==> config.mk <==
export PLATFORM = sky130hd
export DESIGN_NAME = max_pool_unit_flat
export DESIGN_NICKNAME = d
export VERILOG_FILES = /design/src/rtl/max_pool_pkg.sv /design/src/rtl/max_pool_unit_if.sv /design/src/rtl/max_pool_unit_pool_fifo.sv /design/src/rtl/max_pool_unit.sv /design/src/flat_wrapper.sv
export SDC_FILE = /design/constraint.sdc
export NUM_CORES = 1
export LEC_CHECK = 0
export CAP_MARGIN = 20
export CORE_ASPECT_RATIO = 0.9
export CORE_MARGIN = 5
export CORE_UTILIZATION = 40
export DETAILED_ROUTE_END_ITERATION = 10
export PLACE_DENSITY = 0.7
export RECOVER_POWER = 100
export SYNTH_ARGS = -nofsm -noshare
export SYNTH_HDL_FRONTEND = slang
export SYNTH_SLANG_ARGS = --single-unit
export TNS_END_PERCENT = 5
==> constraint.sdc <==
create_clock -name clk -period 6.25 [get_ports clk]
set_input_delay 0.625 -clock clk [delete_from_list [all_inputs] [get_ports clk]]
set_output_delay 0.625 -clock clk [all_outputs]
set_load 0.005 [all_outputs]
==> src/rtl/max_pool_pkg.sv <==
// Shared parameters, state encoding and helpers for the max_pool_unit slice.
// DATA_W     : sample width (unsigned)
// POOL       : samples reduced per window
// FIFO_DEPTH : output FIFO entries (power of two)
package max_pool_pkg;

   localparam int DATA_W     = 8;
   localparam int POOL       = 4;
   localparam int FIFO_DEPTH = 4;

   localparam int CNT_W = $clog2(POOL);
   localparam int PTR_W = $clog2(FIFO_DEPTH);
   localparam int LVL_W = PTR_W + 1;

   typedef enum logic {
      ST_IDLE  = 1'b0,
      ST_ACCUM = 1'b1
   } pool_state_t;

   function automatic logic [DATA_W-1:0] max_u(input logic [DATA_W-1:0] a,
                                                input logic [DATA_W-1:0] b);
      return (a >= b) ? a : b;
   endfunction

endpackage

==> src/rtl/max_pool_unit_if.sv <==
// Streaming handshake bundle for max_pool_unit.
// slave  : pooling block side (consumes in_*, produces out_*/status)
// master : upstream/downstream side (drives in_*, out_ready)
interface max_pool_unit_if;
   import max_pool_pkg::*;

   logic [DATA_W-1:0] in_data;
   logic              in_valid;
   logic              in_last;
   logic              in_ready;
   logic [DATA_W-1:0] out_data;
   logic              out_valid;
   logic              out_ready;
   logic [LVL_W-1:0]  fifo_level;
   logic              busy;

   modport slave (
      input  in_data, in_valid, in_last, out_ready,
      output in_ready, out_data, out_valid, fifo_level, busy
   );

   modport master (
      output in_data, in_valid, in_last, out_ready,
      input  in_ready, out_data, out_valid, fifo_level, busy
   );

endinterface

==> src/rtl/max_pool_unit_pool_fifo.sv <==
// Synchronous output FIFO with a registered head-data register.
// clk, rst   : clock, async active-low reset
// i_wr/i_wr_data : push request and data (ignored when full)
// i_rd       : pop request (ignored when empty)
// o_full/o_empty/o_level : occupancy status, all from registered level
// o_head     : registered copy of the oldest entry
module pool_fifo
   import max_pool_pkg::*;
(
   input  logic              clk,
   input  logic              rst,
   input  logic              i_wr,
   input  logic [DATA_W-1:0] i_wr_data,
   input  logic              i_rd,
   output logic              o_full,
   output logic              o_empty,
   output logic [LVL_W-1:0]  o_level,
   output logic [DATA_W-1:0] o_head
);

   logic [DATA_W-1:0] r_mem [FIFO_DEPTH];
   logic [PTR_W-1:0]  r_wr_ptr;
   logic [PTR_W-1:0]  r_rd_ptr;
   logic [LVL_W-1:0]  r_level;
   logic [DATA_W-1:0] r_head;
   logic              w_wr;
   logic              w_rd;
   logic [PTR_W-1:0]  w_rd_ptr_nxt;

   assign o_full       = (r_level == LVL_W'(FIFO_DEPTH));
   assign o_empty      = (r_level == '0);
   assign o_level      = r_level;
   assign o_head       = r_head;
   assign w_wr         = i_wr & ~o_full;
   assign w_rd         = i_rd & ~o_empty;
   assign w_rd_ptr_nxt = r_rd_ptr + 1'b1;

   always_ff @(posedge clk) begin
      if (w_wr) begin
         r_mem[r_wr_ptr] <= i_wr_data;
      end
   end

   always_ff @(posedge clk or negedge rst) begin
      if (!rst) begin
         r_wr_ptr <= '0;
         r_rd_ptr <= '0;
         r_level  <= '0;
         r_head   <= '0;
      end else begin
         if (w_wr) begin
            r_wr_ptr <= r_wr_ptr + 1'b1;
         end
         if (w_rd) begin
            r_rd_ptr <= w_rd_ptr_nxt;
         end
         case ({w_wr, w_rd})
            2'b10:   r_level <= r_level + 1'b1;
            2'b01:   r_level <= r_level - 1'b1;
            default: r_level <= r_level;
         endcase
         // Head tracks the oldest entry. When the only entry is popped while a
         // new one is pushed, the successor is still in flight on i_wr_data.
         if (w_rd) begin
            if (r_level == LVL_W'(1)) begin
               if (w_wr) begin
                  r_head <= i_wr_data;
               end
            end else begin
               r_head <= r_mem[w_rd_ptr_nxt];
            end
         end else if (w_wr && o_empty) begin
            r_head <= i_wr_data;
         end
      end
   end

endmodule

==> src/rtl/max_pool_unit.sv <==
// Streaming 1-D max-pooling stage: reduces each POOL-sample window (or a
// shorter window closed by in_last) to its unsigned maximum and queues the
// results in a small output FIFO.
// clk, rst : clock, async active-low reset
// bus      : max_pool_unit_if.slave (in_* stream, out_* stream, fifo_level, busy)
//
// state    | meaning
// ---------+-------------------------------------------------
// ST_IDLE  | no window open, next accepted sample starts one
// ST_ACCUM | window open, r_cur_max holds its running maximum
module max_pool_unit
   import max_pool_pkg::*;
(
   input  logic           clk,
   input  logic           rst,
   max_pool_unit_if.slave bus
);

   pool_state_t       r_state;
   logic [CNT_W-1:0]  r_cnt;
   logic [DATA_W-1:0] r_cur_max;
   logic              r_busy;

   logic              w_full;
   logic              w_empty;
   logic              w_accept;
   logic              w_close;
   logic              w_pop;
   logic [DATA_W-1:0] w_push_data;

   // Ready depends only on FIFO occupancy so no input reaches an output.
   assign bus.in_ready  = ~w_full;
   assign bus.out_valid = ~w_empty;
   assign bus.busy      = r_busy;

   assign w_accept    = bus.in_valid & ~w_full;
   assign w_close     = w_accept & ((r_cnt == CNT_W'(POOL - 1)) | bus.in_last);
   assign w_pop       = ~w_empty & bus.out_ready;
   assign w_push_data = (r_state == ST_IDLE) ? bus.in_data
                                             : max_u(r_cur_max, bus.in_data);

   always_ff @(posedge clk or negedge rst) begin
      if (!rst) begin
         r_state   <= ST_IDLE;
         r_cnt     <= '0;
         r_cur_max <= '0;
         r_busy    <= 1'b0;
      end else if (w_accept) begin
         r_cur_max <= w_push_data;
         if (w_close) begin
            r_state <= ST_IDLE;
            r_cnt   <= '0;
            r_busy  <= 1'b0;
         end else begin
            r_state <= ST_ACCUM;
            r_cnt   <= r_cnt + 1'b1;
            r_busy  <= 1'b1;
         end
      end
   end

   pool_fifo u_fifo (
      .clk       (clk),
      .rst       (rst),
      .i_wr      (w_close),
      .i_wr_data (w_push_data),
      .i_rd      (w_pop),
      .o_full    (w_full),
      .o_empty   (w_empty),
      .o_level   (bus.fifo_level),
      .o_head    (bus.out_data)
   );

endmodule

==> src/flat_wrapper.sv <==
// flat-port wrapper written by rule: the top's interface ports become plain ports
module max_pool_unit_flat import max_pool_pkg::*;
  (clk, rst, bus_in_data, bus_in_valid, bus_in_last, bus_out_ready, bus_in_ready, bus_out_data, bus_out_valid, bus_fifo_level, bus_busy);
  max_pool_unit_if bus_i ();
  input  logic clk;
  input  logic rst;
  input wire logic [$bits(bus_i.in_data)-1:0] bus_in_data;
  input wire logic [$bits(bus_i.in_valid)-1:0] bus_in_valid;
  input wire logic [$bits(bus_i.in_last)-1:0] bus_in_last;
  input wire logic [$bits(bus_i.out_ready)-1:0] bus_out_ready;
  output wire logic [$bits(bus_i.in_ready)-1:0] bus_in_ready;
  output wire logic [$bits(bus_i.out_data)-1:0] bus_out_data;
  output wire logic [$bits(bus_i.out_valid)-1:0] bus_out_valid;
  output wire logic [$bits(bus_i.fifo_level)-1:0] bus_fifo_level;
  output wire logic [$bits(bus_i.busy)-1:0] bus_busy;
  assign bus_i.in_data = bus_in_data;
  assign bus_i.in_valid = bus_in_valid;
  assign bus_i.in_last = bus_in_last;
  assign bus_i.out_ready = bus_out_ready;
  assign bus_in_ready = bus_i.in_ready;
  assign bus_out_data = bus_i.out_data;
  assign bus_out_valid = bus_i.out_valid;
  assign bus_fifo_level = bus_i.fifo_level;
  assign bus_busy = bus_i.busy;
  max_pool_unit u_core (.clk(clk), .rst(rst), .bus(bus_i));
endmodule
==> out/qor.txt <==
global-route wire length before repair = 8840 um
cts hold-fix bufs = 0
Yosys top cell by area = edfxtp_1
final WL = 5340 um
vias in the first global route = 1,757
Gate power share = 35.2%
# DRC = 0
largest net degree at the start of global routing = 27
Syn Nets = 238
number of max-cap violations = 1
Netlist Area Pre-Place = 2850 sq um
status = complete, but fails checks
leakage = 1.33 nW
Flop pwr share = 40.8%
Post-synth ARST share = 44.8%
TritonCTS Buffers = 9
sinks on the clock net = 58
reg2reg path depth = 7
gr usage total = 13.0%
Port Buffers = 26
Inst Count DP = 322
Post-Place Setup Slack = 3100 ps
initial antenna violation count = 0
Critical Path Start Type = input port
WHS = 499 ps
worst path arrival time = 4100 ps
failing checks = capacitance limit, slew limit
via count = 1,670
clock buffer depth = 2
fin. max-slew vios = 27
root buf cell = clkbuf_8
setup slack after layout = 2370 ps
core area = 7000 sq um
Psw = 0.511 mW
Final Hold Vio Count = 0
max_slew headroom = -3.63%
DR pass1 iterations = 4
Worst-path clk slew = 60 ps
Sw Ratio = 32.5%
Die Ht = 90.1 um
DR WL/cell = 15.8 um
# diodes = 0
dominant synthesized flop cell = edfxtp_1
share of layout cells above drive strength 1 = 12.2%
GR Overflow Total = 0
# setup viols final = 0
Min-Delay Path Depth = 1
Mapped Cells = 207
Clk pwr share = 24.1%
Fillers = 613
period utilisation layout = 62.1%
Synth Warn # = 0
Yosys reg bits = 58
top cells by area, synth = edfxtp_1, dfrtp_1, ha_1
Worst setup EP type = register
peak supply drop = 206 uV
Iter 0 DRT Violations = 111
postcts setup bufs = 0
fmax = 0.258 GHz
final net count = 271
FP Rows = 29
Req. time, crit path = 6480 ps
Skew-Pair Late Insertion Delay = 340 ps
Top Ports = 27
antenna-violating nets left = 0
number of flops mapped to enable cells by yosys = 32
Crit Path Max Fanout = 9
setup tns final = 0 ps
DIE AREA = 8910 sq um
Syn Area/Cell = 13.8 sq um
Yosys cell types = 33
Post-DP HPWL = 3680 um
kind of critical path = input port to register
area share of the largest cell type after synthesis = 33.7%
worst-margin pin slew = 1550 ps
Starting Density = 40.7%
Final Skew = 5.99 ps
Die Wd = 99.0 um
GP Congestion = 0.717
internal cell power = 1.06 mW
Hold WC Path Type = register to register
final non-filler cell total = 338
Power Total = 1.57 mW
TritonCTS clock tree = built
CTS resizes = 0
pwr dens = 472 nW/um^2
CTS H-tree lvls = 3
Via density = 4.94
unrepaired setup endpoints after global routing = no
area delta synth->final = 17.0%
minimum clock period = 3880 ps
sequential fraction of the synthesis area = 56.6%
[critical path, stage by stage]
cell and delay (ps):
dlygate4sd3_1 580, ha_1 300, nand2b_1 140, a2111oi_0 500, a2bb2oi_1 810, nor2b_1 740
mux2_2 410
[path summary, 6_finish.rpt]
check                                    start                       to  slack (ps)
setup / recovery                bus_in_data[0]      u_core.r_cur_max[3]        2370
hold / removal                 u_core.r_cnt[0]          u_core.r_cnt[0]         500
setup reg to reg           u_core.r_cur_max[0]      u_core.r_cur_max[3]        2860
hold reg to reg                u_core.r_cnt[0]          u_core.r_cnt[0]         500
max in group asynchronous                  rst          u_core.r_cnt[1]        4140
min in group asynchronous                  rst  u_core.u_fifo.o_head[5]        1190
[flip-flops by register name, summed over array words and instances (netlist names)]
signal                  cells
u_core.u_fifo.r_wr_ptr      2
u_core.bus.busy             1
u_core.r_cnt                2
u_core.u_fifo.o_head        8
u_core.u_fifo.o_level       3
u_core.u_fifo.r_rd_ptr      2
u_core.u_fifo.r_mem        32
u_core.r_cur_max            8
[cell usage after synthesis, types with 3 or more instances]
cell,number
clkbuf_1,3
xnor2_1,4
nor2_1,12
mux2_2,8
edfxtp_1,32
mux2_4,8
a21oi_1,9
ha_1,18
dfrtp_1,26
mux4_2,8
inv_1,22
o21a_1,8
and2_1,5
o21ai_0,13
nand2_1,11
[per-layer routing]
metal / wire length (um) / global-route usage [%] / up-vias
li1: - / - / 808
met1: 2360 / 16.2 / 817
met2: 2600 / 21.1 / 35
met3: 267 / 3.72 / 10
met4: 115 / 5.46 / 0
met5: 0 / 0 / -
[area by class of cell]
cell class | count | area (sq um) | share of cell area [%]
Inverter | 22 | 82.6 | 2.48
Clock buffer | 11 | 141 | 4.24
Timing Repair Buffer | 27 | 264 | 7.92
Sequential cell | 58 | 1610 | 48.3
Tap cell | 93 | 116 | 3.49
Clock inverter | 5 | 77.6 | 2.33
Multi-Input combinational cell | 122 | 1040 | 31.2
[cells by family after synthesis]
logic type	share of synthesized area, %
fa+ha+maj	7.91
xor+xnor	1.84
simple gates	6.32
buf+inv	4.17
compound gates	9.14
flops	56.6
mux	14.1
[power by group through the flow]
stage	Clock [mW]	Combinational [mW]	Sequential [mW]
3_5_place_dp	0	0.630	0.652
5_1_grt	0.404	0.627	0.657
2_1_floorplan	0	0.477	0.606
3_3_place_gp	0	0.614	0.646
6_report	0.379	0.553	0.642
4_1_cts	0.386	0.635	0.647
[metrics by stage]
step                      cell area (sq um)  utilization (%)
after detailed placement               3200             45.6
final                                  3330             47.6
after global routing                   3330             47.6
after CTS                              3420             48.8
after floorplan                        2850                -
after global placement                 3200             45.6
[placed cells by master, fill, tap and decap left out, drive strengths merged, types with 8 or more instances in the layout]
cell,count
a21oi,9
clkbuf,12
clkdlybuf4s50,10
dfrtp,26
dlygate4sd3,16
edfxtp,32
ha,18
inv,22
mux2,16
mux4,8
nand2,11
nor2,12
o21a,8
o21ai,14
No activity file was read; power rests on OpenSTA's default activity.
